File: config.mk
export PLATFORM = sky130hd
export DESIGN_NAME = reg_writeback_unit
export DESIGN_NICKNAME = d
export VERILOG_FILES = /design/src/rtl/reg_wb_pkg.sv /design/src/rtl/reg_writeback_unit_fifo.sv /design/src/rtl/reg_writeback_unit.sv
export SDC_FILE = /design/constraint.sdc
export NUM_CORES = 1
export LEC_CHECK = 0
export ABC_AREA = 1
export CORE_MARGIN = 5
export CORE_UTILIZATION = 40
export CTS_BUF_LIST = sky130_fd_sc_hd__clkbuf_2
export DETAILED_ROUTE_END_ITERATION = 10
export GPL_TIMING_DRIVEN = 0
export SETUP_SLACK_MARGIN = 0.3
export SLEW_MARGIN = 20
export SYNTH_ARGS = -nofsm -noshare
export SYNTH_HDL_FRONTEND = slang
export SYNTH_SLANG_ARGS = --single-unit
export TNS_END_PERCENT = 10
File: constraint.sdc
create_clock -name clk -period 7.4 [get_ports clk]
set_clock_uncertainty 0.1 [all_clocks]
set_input_delay 1.85 -clock clk [delete_from_list [all_inputs] [get_ports clk]]
set_output_delay 1.85 -clock clk [all_outputs]
set_load 0.005 [all_outputs]
File: src/rtl/reg_wb_pkg.sv
// Shared widths, the pending-write entry type and the arbiter source encoding
// for the register write-back unit.
package reg_wb_pkg;

    localparam int INT32W       = 32;
    localparam int REGFILE_SIZE = 5;
    localparam int NUM_REGS     = 2 ** REGFILE_SIZE;

    typedef struct packed {
        logic [REGFILE_SIZE-1:0] rd;
        logic [INT32W-1:0]       data;
    } wb_entry_t;

    typedef enum logic {
        SRC_LSU = 1'b0,
        SRC_ALU = 1'b1
    } rr_src_e;

endpackage

File: src/rtl/reg_writeback_unit_fifo.sv
// wb_fifo: pending-write buffer with up to two pushes and one pop per cycle.
// WB_FORWARD_EN additionally exposes every slot and its occupancy for forwarding.
module wb_fifo
    import reg_wb_pkg::*;
#(
    parameter int FIFO_DEPTH = 4,
    localparam int PTR_W = $clog2(FIFO_DEPTH),
    localparam int CNT_W = PTR_W + 1
) (
    input  logic       clk,
    input  logic       rst,
    input  logic       push0,
    input  wb_entry_t  push0_entry,
    input  logic       push1,
    input  wb_entry_t  push1_entry,
    input  logic       pop,
    output wb_entry_t  head,
    output logic [CNT_W-1:0] count
`ifdef WB_FORWARD_EN
    ,
    output wb_entry_t  entries [FIFO_DEPTH],
    output logic [FIFO_DEPTH-1:0] entry_valid
`endif
);

    wb_entry_t mem [FIFO_DEPTH];
    logic [PTR_W-1:0] wr_ptr;
    logic [PTR_W-1:0] rd_ptr;

    // push1 is only ever raised together with push0, so it lands one slot later.
    always_ff @(posedge clk) begin
        if (push0) mem[wr_ptr] <= push0_entry;
        if (push1) mem[wr_ptr + PTR_W'(1)] <= push1_entry;
    end

    always_ff @(posedge clk) begin
        if (rst) begin
            wr_ptr <= '0;
            rd_ptr <= '0;
            count  <= '0;
        end else begin
            wr_ptr <= wr_ptr + PTR_W'(push0) + PTR_W'(push1);
            if (pop) rd_ptr <= rd_ptr + PTR_W'(1);
            count  <= count + CNT_W'(push0) + CNT_W'(push1) - CNT_W'(pop);
        end
    end

    assign head = mem[rd_ptr];

`ifdef WB_FORWARD_EN
    for (genvar i = 0; i < FIFO_DEPTH; i++) begin : g_view
        logic [PTR_W-1:0] offset;
        assign offset         = PTR_W'(i) - rd_ptr;
        assign entries[i]     = mem[i];
        assign entry_valid[i] = CNT_W'(offset) < count;
    end
`endif

endmodule

File: src/rtl/reg_writeback_unit.sv
// Write-side front end of the 2R1W register file: ALU/LSU arbitration, pending
// FIFO, single write port and busy scoreboard. WB_FORWARD_EN adds operand forwarding.
module reg_writeback_unit
    import reg_wb_pkg::*;
#(
    parameter int FIFO_DEPTH = 4
) (
    input  logic                    clk,
    input  logic                    rst,
    input  logic                    alu_valid,
    output logic                    alu_ready,
    input  logic [REGFILE_SIZE-1:0] alu_rd,
    input  logic [INT32W-1:0]       alu_data,
    input  logic                    lsu_valid,
    output logic                    lsu_ready,
    input  logic [REGFILE_SIZE-1:0] lsu_rd,
    input  logic [INT32W-1:0]       lsu_data,
    input  logic                    claim_valid,
    input  logic [REGFILE_SIZE-1:0] claim_rd,
    output logic [NUM_REGS-1:0]     busy,
    output logic [REGFILE_SIZE-1:0] rd,
    output logic [INT32W-1:0]       dataRd
`ifdef WB_FORWARD_EN
    ,
    input  logic [REGFILE_SIZE-1:0] rs1,
    input  logic [REGFILE_SIZE-1:0] rs2,
    output logic                    fwd1_hit,
    output logic                    fwd2_hit,
    output logic [INT32W-1:0]       fwd1_data,
    output logic [INT32W-1:0]       fwd2_data
`endif
);

    localparam int CNT_W = $clog2(FIFO_DEPTH) + 1;

    // Handshake: a result transfers on a cycle where valid && ready is seen at posedge clk;
    // ready is combinational from the valids, FIFO occupancy and RR pointer, and is 0 in reset.

    rr_src_e          rr;
    logic [CNT_W-1:0] count;
    logic [CNT_W-1:0] free;
    wb_entry_t        head, alu_e, lsu_e, pref_e, sec_e, out_e, push0_e, push1_e;
    logic             pop, alu_nz, lsu_nz, both_fit, acc_alu, acc_lsu;
    logic             pref_v, sec_v, out_v, push0, push1, rr_toggle;
    logic [NUM_REGS-1:0] busy_next;

    always_comb begin
        pop      = (count != '0);
        free     = CNT_W'(FIFO_DEPTH) - (count - CNT_W'(pop));
        alu_nz   = (alu_rd != '0);
        lsu_nz   = (lsu_rd != '0);
        // x0 results are dropped, so they need no slot.
        both_fit = free >= (CNT_W'(alu_nz) + CNT_W'(lsu_nz));
        alu_ready = 1'b0;
        lsu_ready = 1'b0;
        if (!rst) begin
            if (alu_valid && lsu_valid) begin
                alu_ready = both_fit || (rr == SRC_ALU);
                lsu_ready = both_fit || (rr == SRC_LSU);
            end else begin
                alu_ready = free >= CNT_W'(alu_nz);
                lsu_ready = free >= CNT_W'(lsu_nz);
            end
        end
        acc_alu   = alu_valid && alu_ready;
        acc_lsu   = lsu_valid && lsu_ready;
        rr_toggle = alu_valid && lsu_valid && (acc_alu != acc_lsu);

        alu_e.rd   = alu_rd;
        alu_e.data = alu_data;
        lsu_e.rd   = lsu_rd;
        lsu_e.data = lsu_data;
        if (rr == SRC_LSU) begin
            pref_e = lsu_e;  pref_v = acc_lsu && lsu_nz;
            sec_e  = alu_e;  sec_v  = acc_alu && alu_nz;
        end else begin
            pref_e = alu_e;  pref_v = acc_alu && alu_nz;
            sec_e  = lsu_e;  sec_v  = acc_lsu && lsu_nz;
        end

        // FIFO head always goes out first; with an empty FIFO the preferred input cuts through.
        if (pop) begin
            out_v   = 1'b1;
            out_e   = head;
            push0   = pref_v || sec_v;
            push0_e = pref_v ? pref_e : sec_e;
            push1   = pref_v && sec_v;
            push1_e = sec_e;
        end else begin
            out_v   = pref_v || sec_v;
            out_e   = pref_v ? pref_e : sec_e;
            push0   = pref_v && sec_v;
            push0_e = sec_e;
            push1   = 1'b0;
            push1_e = sec_e;
        end

        // Claim is applied after retire so a same-cycle claim keeps the bit set.
        busy_next = busy;
        if (out_v) busy_next[out_e.rd] = 1'b0;
        if (claim_valid) busy_next[claim_rd] = 1'b1;
        busy_next[0] = 1'b0;
    end

    always_ff @(posedge clk) begin
        if (rst) begin
            rd     <= '0;
            dataRd <= '0;
            rr     <= SRC_LSU;
            busy   <= '0;
        end else begin
            rd     <= out_v ? out_e.rd : '0;
            dataRd <= out_v ? out_e.data : '0;
            if (rr_toggle) rr <= (rr == SRC_LSU) ? SRC_ALU : SRC_LSU;
            busy   <= busy_next;
        end
    end

`ifdef WB_FORWARD_EN
    wb_entry_t             fifo_entries [FIFO_DEPTH];
    logic [FIFO_DEPTH-1:0] fifo_entry_valid;
`endif

    wb_fifo #(.FIFO_DEPTH(FIFO_DEPTH)) u_fifo (
        .clk         (clk),
        .rst         (rst),
        .push0       (push0),
        .push0_entry (push0_e),
        .push1       (push1),
        .push1_entry (push1_e),
        .pop         (pop),
        .head        (head),
        .count       (count)
`ifdef WB_FORWARD_EN
        ,
        .entries     (fifo_entries),
        .entry_valid (fifo_entry_valid)
`endif
    );

`ifdef WB_FORWARD_EN
    // Buffered entries are newer than the write-port register, so they take priority.
    always_comb begin
        fwd1_hit  = 1'b0;
        fwd1_data = '0;
        fwd2_hit  = 1'b0;
        fwd2_data = '0;
        if (rs1 != '0 && rd == rs1) begin
            fwd1_hit  = 1'b1;
            fwd1_data = dataRd;
        end
        if (rs2 != '0 && rd == rs2) begin
            fwd2_hit  = 1'b1;
            fwd2_data = dataRd;
        end
        for (int i = 0; i < FIFO_DEPTH; i++) begin
            if (fifo_entry_valid[i] && rs1 != '0 && fifo_entries[i].rd == rs1) begin
                fwd1_hit  = 1'b1;
                fwd1_data = fifo_entries[i].data;
            end
            if (fifo_entry_valid[i] && rs2 != '0 && fifo_entries[i].rd == rs2) begin
                fwd2_hit  = 1'b1;
                fwd2_data = fifo_entries[i].data;
            end
        end
    end
`endif

endmodule

=== After elaboration in Yosys (flattened, before gate mapping) ===
Memories as Yosys holds them, arrays and structs flattened. A register that Yosys moved wholly into a read port is not among the register bits.
Cells that the tools add are included.

* Register bits: 77
* RAM bits: 148
* Bits of input ports: 84
* Output and inout bits: 71
* Word-level logic and storage cells: 75
* Memories kept: 1

{| class="wikitable"
|+ Memory list
! memory !! depth !! width !! read ports !! clocked after memory_dff !! wr ports !! RTL line !! text
|-
| u_fifo.mem || 4 || 37 || 1 || 1 || 2 || reg_writeback_unit_fifo.sv:26 || <nowiki>wb_entry_t mem [FIFO_DEPTH];</nowiki>
|}

* $add $sub $neg: 10
* Order comparisons: 7
* Equality and inequality tests: 1
* Mux-type cells: 27
* Bitwise logic cells: 5
* Reduce and logical (&&, ||, !) cells: 16

{| class="wikitable"
|+ Operators with widths
! cell !! number
|-
| 37-bit 2-to-1 mux || 5
|-
| 32-bit 2-to-1 mux || 2
|-
| 32-bit bitwise AND || 1
|-
| 32-bit inverter || 1
|-
| 32-bit OR || 1
|-
| 1-bit 2-to-1 mux || 16
|-
| 5-bit by 6-bit less-than comparator with 1-bit output, second input constant || 2
|-
| 1-bit demux with 5-bit select || 2
|-
| 5-bit by 1-bit greater-or-equal comparator with 1-bit output, second input constant || 2
|-
| 5-bit nonzero test || 2
|-
| 1-bit logical AND || 9
|-
| 3-bit by 1-bit adder with 3-bit output || 2
|-
| 3-bit by 1-bit greater-or-equal comparator with 1-bit output || 2
|-
| 3-bit by 1-bit subtractor with 3-bit output || 2
|-
| 2-bit by 1-bit adder with 2-bit output || 2
|-
| 2-bit by 1-bit adder with 2-bit output, second input constant || 2
|-
| 2-bit 2-to-1 mux || 2
|-
| 3-bit by 2-bit greater-or-equal comparator with 1-bit output || 1
|-
| 1-bit logical OR || 3
|-
| 3-bit nonzero test || 1
|-
| 3-bit subtractor, first input constant || 1
|-
| 1-bit by 1-bit adder with 2-bit output || 1
|-
| 1-bit inverter || 2
|-
| 2-bit OR reduction || 1
|-
| 1-bit inequality test || 1
|}

=== Logic depth before layout (Yosys ltp) ===
* Depth in word-level cells: 21
* Gate-level depth with buffers: 24
* Depth with buffers taken out: 21

=== By module ===
A second synthesis with hierarchy kept.

* Cells, all modules: 1633
* Area total of the unflattened synthesis: 12667.1 sq um

{| class="wikitable"
|+ By module, submodules not included
! module !! instances !! cells each !! area an instance (sq um) !! seq. area each (sq um)
|-
| wb_fifo || 1 || 811 || 7747.4 || 4624.4
|-
| reg_writeback_unit || 1 || 822 || 4919.7 || 1381.3
|}

=== Worst setup path before layout ===
OpenSTA, ideal clock, no wires.

* Path type: input -> register
* From: in lsu_rd[3]
* To: mem u_fifo.mem[0][0] (netlist bit), enable pin
* Library setup time: 0.445 ns
* Arrival: 5.405 ns
* Required time: 6.855 ns
* Path slack: 1.450 ns
* Stages on the path: 15
* Buffers on the path: 0
* Path through: nor2_1 -> nand3_1 -> ha_1 -> ha_1 -> inv_1 -> nand2_1 -> nand2_1 -> nand3_1 -> nand2_1 -> nor2_4 -> nand2_1 -> and2_1 -> inv_1 -> o21ai_0 -> o22ai_1

{| class="wikitable"
|+ RTL lines
! element !! RTL line !! text
|-
| start: declaration || reg_writeback_unit.sv:16 || <nowiki>input logic [REGFILE_SIZE-1:0] lsu_rd,</nowiki>
|-
| end: declaration || reg_writeback_unit_fifo.sv:26 ||
|}

=== Worst setup path in the final report ===
* From: reg u_fifo.count[1]
* To: out lsu_ready

* Longest elaborated chain between the ends: 7
* Elaborated cells between the ends (all ways): 8
* Classes of those cells: 2 x add/sub; 2 x order compare; 2 x mux; 2 x reduce/logical

{| class="wikitable"
|+ Ends and longest elaborated chain
! element !! RTL line !! text
|-
| start: declaration || reg_writeback_unit_fifo.sv:18 || <nowiki>output logic [CNT_W-1:0] count</nowiki>
|-
| start signal: assignment || reg_writeback_unit_fifo.sv:44 || <nowiki>count <= count + CNT_W'(push0) + CNT_W'(push1) - CNT_W'(pop);</nowiki>
|-
| 3-bit nonzero test || reg_writeback_unit.sv:48 || <nowiki>pop = (count != '0);</nowiki>
|-
| 3-bit by 1-bit subtractor with 3-bit output * || reg_writeback_unit.sv:49 || <nowiki>free = CNT_W'(FIFO_DEPTH) - (count - CNT_W'(pop));</nowiki>
|-
| 3-bit subtractor * || reg_writeback_unit.sv:49 ||
|-
| 3-bit by 2-bit greater-or-equal comparator with 1-bit output || reg_writeback_unit.sv:53 || <nowiki>both_fit = free >= (CNT_W'(alu_nz) + CNT_W'(lsu_nz));</nowiki>
|-
| 1-bit logical OR || reg_writeback_unit.sv:59 || <nowiki>lsu_ready = both_fit || (rr == SRC_LSU);</nowiki>
|-
| 1-bit 2-to-1 mux * || reg_writeback_unit.sv:57 || <nowiki>if (alu_valid && lsu_valid) begin</nowiki>
|-
| 1-bit 2-to-1 mux * || reg_writeback_unit.sv:56 || <nowiki>if (!rst) begin</nowiki>
|-
| end: declaration || reg_writeback_unit.sv:15 || <nowiki>output logic lsu_ready,</nowiki>
|}

Mark *: on every way between the ends. The rest lies on a longest branch, timed or not.

==> results_dict.tcl <==
set metrics [dict create \
    grt_util_all_layers_pct 24.0 \
    worstMarginPinSlew_ns 0.963 \
    setup_viol 0 \
    grt_use_met1_pct 33.0 \
    cts_resized 0 \
    p_int_w 0.00305 \
    use_met3_pct 4.69 \
    synth_area_per_cell_um2 7.97 \
    worst_slack_ns 0.774 \
    hpwl_um 28500 \
    die_y_um 185 \
    maxSlewHeadroom_pct 35.3 \
    grt_util_met2_pct 38.2 \
    antenna_found_initial 1 \
    cts_setup_buffers 0 \
    crit_fanout 10 \
    drt-initial-drc-count 1340 \
    ys_ff_latch 226 \
    power.share.clock_pct 16.3 \
    ys_warn_count 0 \
    synth_edf_count 148 \
    initial_utilization_pct 40.3 \
    arrival_ns 4.68 \
    clk_latency_ns 0.91 \
    drive_above_1_share_pct 11.1 \
    finalPower_w 0.00546 \
    io_buffer_count 153 \
    fmaxAchievable_mhz 151 \
    p_leak_nw 5.73 \
    syn_nets 1633 \
    grt_max_degree 19 \
    areaGrowthSynthToFinish_pct 23.3 \
    gp_congestion 0.865 \
    remaining_drc_errors 0 \
    hp-class "reg2reg" \
    irDropWorstVdd_uv 142 \
    rsz0062_at_grt "false" \
    startpoint_type "flop" \
    firstDrtPassIters 6 \
    core.rowCount 64 \
    design_area_um2 15100 \
    synth_area_leader_cell "edfxtp_1" \
    p_seq_share_pct 34.1 \
    drv_cap 0 \
    htreeDepth 2 \
    power_density_nw_per_um2 361 \
    synthArstFlopShare_pct 0 \
    vias 11900 \
    grt_pass1_vias 11500 \
    globalRouteOverflowTotal 0 \
    nets 1857 \
    whs_ns 0.351 \
    grt_first_pass_wirelength_um 64000 \
    post-place-ws_ns 1.26 \
    wirelength_um 41900 \
    core-area_um2 30400 \
    outcome "completed" \
    final_antenna_net_count 0 \
    drv_slew 0 \
    numCtsBuffers 61 \
    critPathKind "reg2out" \
    synth_top_area_share_pct 36.2 \
    fin_crit_sh_pct 89.5 \
    tritoncts "yes" \
    syn_inst 1538 \
    wl_per_cell_um 18.9 \
    netlist_area_um2 12300 \
    avgViaCountPerCell 5.39 \
    grt.busiest_layer "met2" \
    end_kind "output port" \
    yosys.cell_types.count 35 \
    die_area_um2 34300 \
    switching_share_pct 44.0 \
    cts-root-buf "clkbuf_2" \
    clk_path_buf_depth 3 \
    clkTransAtPathRegs_ns 0.10 \
    synth_area_leaders "edfxtp_1 36%, nand2_1 13%, dfxtp_1 13%" \
    synthFlopType "edfxtp_1" \
    dpl-instance-area_um2 14600 \
    yosysSeqAreaShare_pct 49.0 \
    power.switching_w 0.00240 \
    comb_power_share_pct 49.5 \
    pin_count 155 \
    period_minus_slack_ns 6.63 \
    cts_hold_buf 0 \
    hold_viol 0 \
    die_w_um 185 \
    worstPathRequired_ns 5.45 \
    cts.sinks 226 \
]
## cell type report
| type | count | area, um^2 |
|---|---|---|
| repair buffers | 161 | 1750 |
| plain buffers | 101 | 463 |
| flip-flops and latches | 226 | 6010 |
| multi-input cells | 1099 | 5430 |
| fillers | 2986 | 15300 |
| diodes | 1 | 2.50 |
| clock buffers | 96 | 480 |
| well taps | 396 | 495 |
| inverters | 112 | 420 |
| clock inverters | 18 | 68.8 |
## per-stage QoR
stage	utilization, %	cells	TNS (ns)
2_1_floorplan	-	1538	0
3_3_place_gp	47.0	2087	-141.61
3_5_place_dp	47.9	2095	0
4_1_cts	49.7	2209	0
5_1_grt	49.7	2210	0
6_report	49.7	2210	0
## Yosys cell counts (6+ instances only)
cell and instances:
inv_1 108, nor3_1 9, clkbuf_1 51, edfxtp_1 148, ha_1 8, o21ai_0 150, mux2i_1 32, buf_2 29
o21ai_1 154, dfxtp_1 78, o22ai_1 37, nor2_2 6, clkbuf_2 6, nand2_1 434, o211ai_1 33, nor2_1 125
a21oi_1 37, buf_1 9, o21ai_2 30, nand3_1 26
## per-layer routing
metal | vias up | routed length [um] | part of all wire [%]
met3 | 89 | 4100 | 9.8
li1 | 5692 | - | -
met2 | 582 | 18900 | 45
met1 | 5553 | 17700 | 42
met5 | - | 0 | 0
met4 | 0 | 1120 | 2.7
## state kept, by name, indices dropped and copies added, names as in the netlist, named ones only
signal         flops
u_fifo.wr_ptr      2
rr                 1
rd                 5
u_fifo.count       3
u_fifo.rd_ptr      2
u_fifo.mem       148
busy              31
dataRd            32
## critical path: stages, from the launching register on
cell,delay [ns]
dfxtp_1,0.35
nor3_2,0.45
clkbuf_1,0.49
clkbuf_2,0.38
clkbuf_2,0.41
ha_1,0.35
ha_1,0.29
inv_1,0.03
nand2_1,0.05
nand2_1,0.07
nand3_1,0.07
nand2_1,0.10
nor2_4,0.19
clkdlybuf4s50_1,0.54
## layout by cell type (no fill, tap or decap), types with 16 or more instances in the layout
cell and instances:
a21oi_1 37, buf_2 29, clkbuf_1 50, clkbuf_2 104, clkdlybuf4s50_1 153, clkinv_1 16
dfxtp_1 78, edfxtp_1 148, inv_1 108, mux2i_1 32, nand2_1 434, nand3_1 26
nor2_1 125, o211ai_1 33, o21ai_0 149, o21ai_1 155, o21ai_2 30, o22ai_1 33
## cells by family after synthesis
kind of cell	Yosys count	share of synthesized area, %
AND/OR/NAND/NOR	612	19.8
AO/OA/AOI/OAI	441	20.0
flip-flops	226	49.0
buffers and inverters	213	7.18
multiplexers	32	2.61
adder cells (fa/ha/maj)	11	1.31
XOR/XNOR	2	0.143
other	1	0.0306
## worst paths after layout
kind,start,to,slack (ns),depth (start not counted)
setup reg to reg,u_fifo.count[1],u_fifo.count[2],1.99,20
hold reg to reg,u_fifo.rd_ptr[1],u_fifo.rd_ptr[1],0.35,1
hold / removal,u_fifo.rd_ptr[1],u_fifo.rd_ptr[1],0.35,1
setup / recovery,u_fifo.count[1],lsu_ready,0.77,13
## power by group through the flow
| stage | Clock, W | Sequential [W] | Combinational (W) |
|---|---|---|---|
| 4_1_cts | 0.000912 | 0.00187 | 0.00267 |
| 6_report | 0.000892 | 0.00186 | 0.00270 |
| 5_1_grt | 0.000982 | 0.00189 | 0.00298 |
| 3_3_place_gp | 0 | 0.00191 | 0.00255 |
| 3_5_place_dp | 0 | 0.00189 | 0.00266 |
| 2_1_floorplan | 0 | 0.00191 | 0.00161 |
Note: power is estimated with default switching activity, not from simulation.
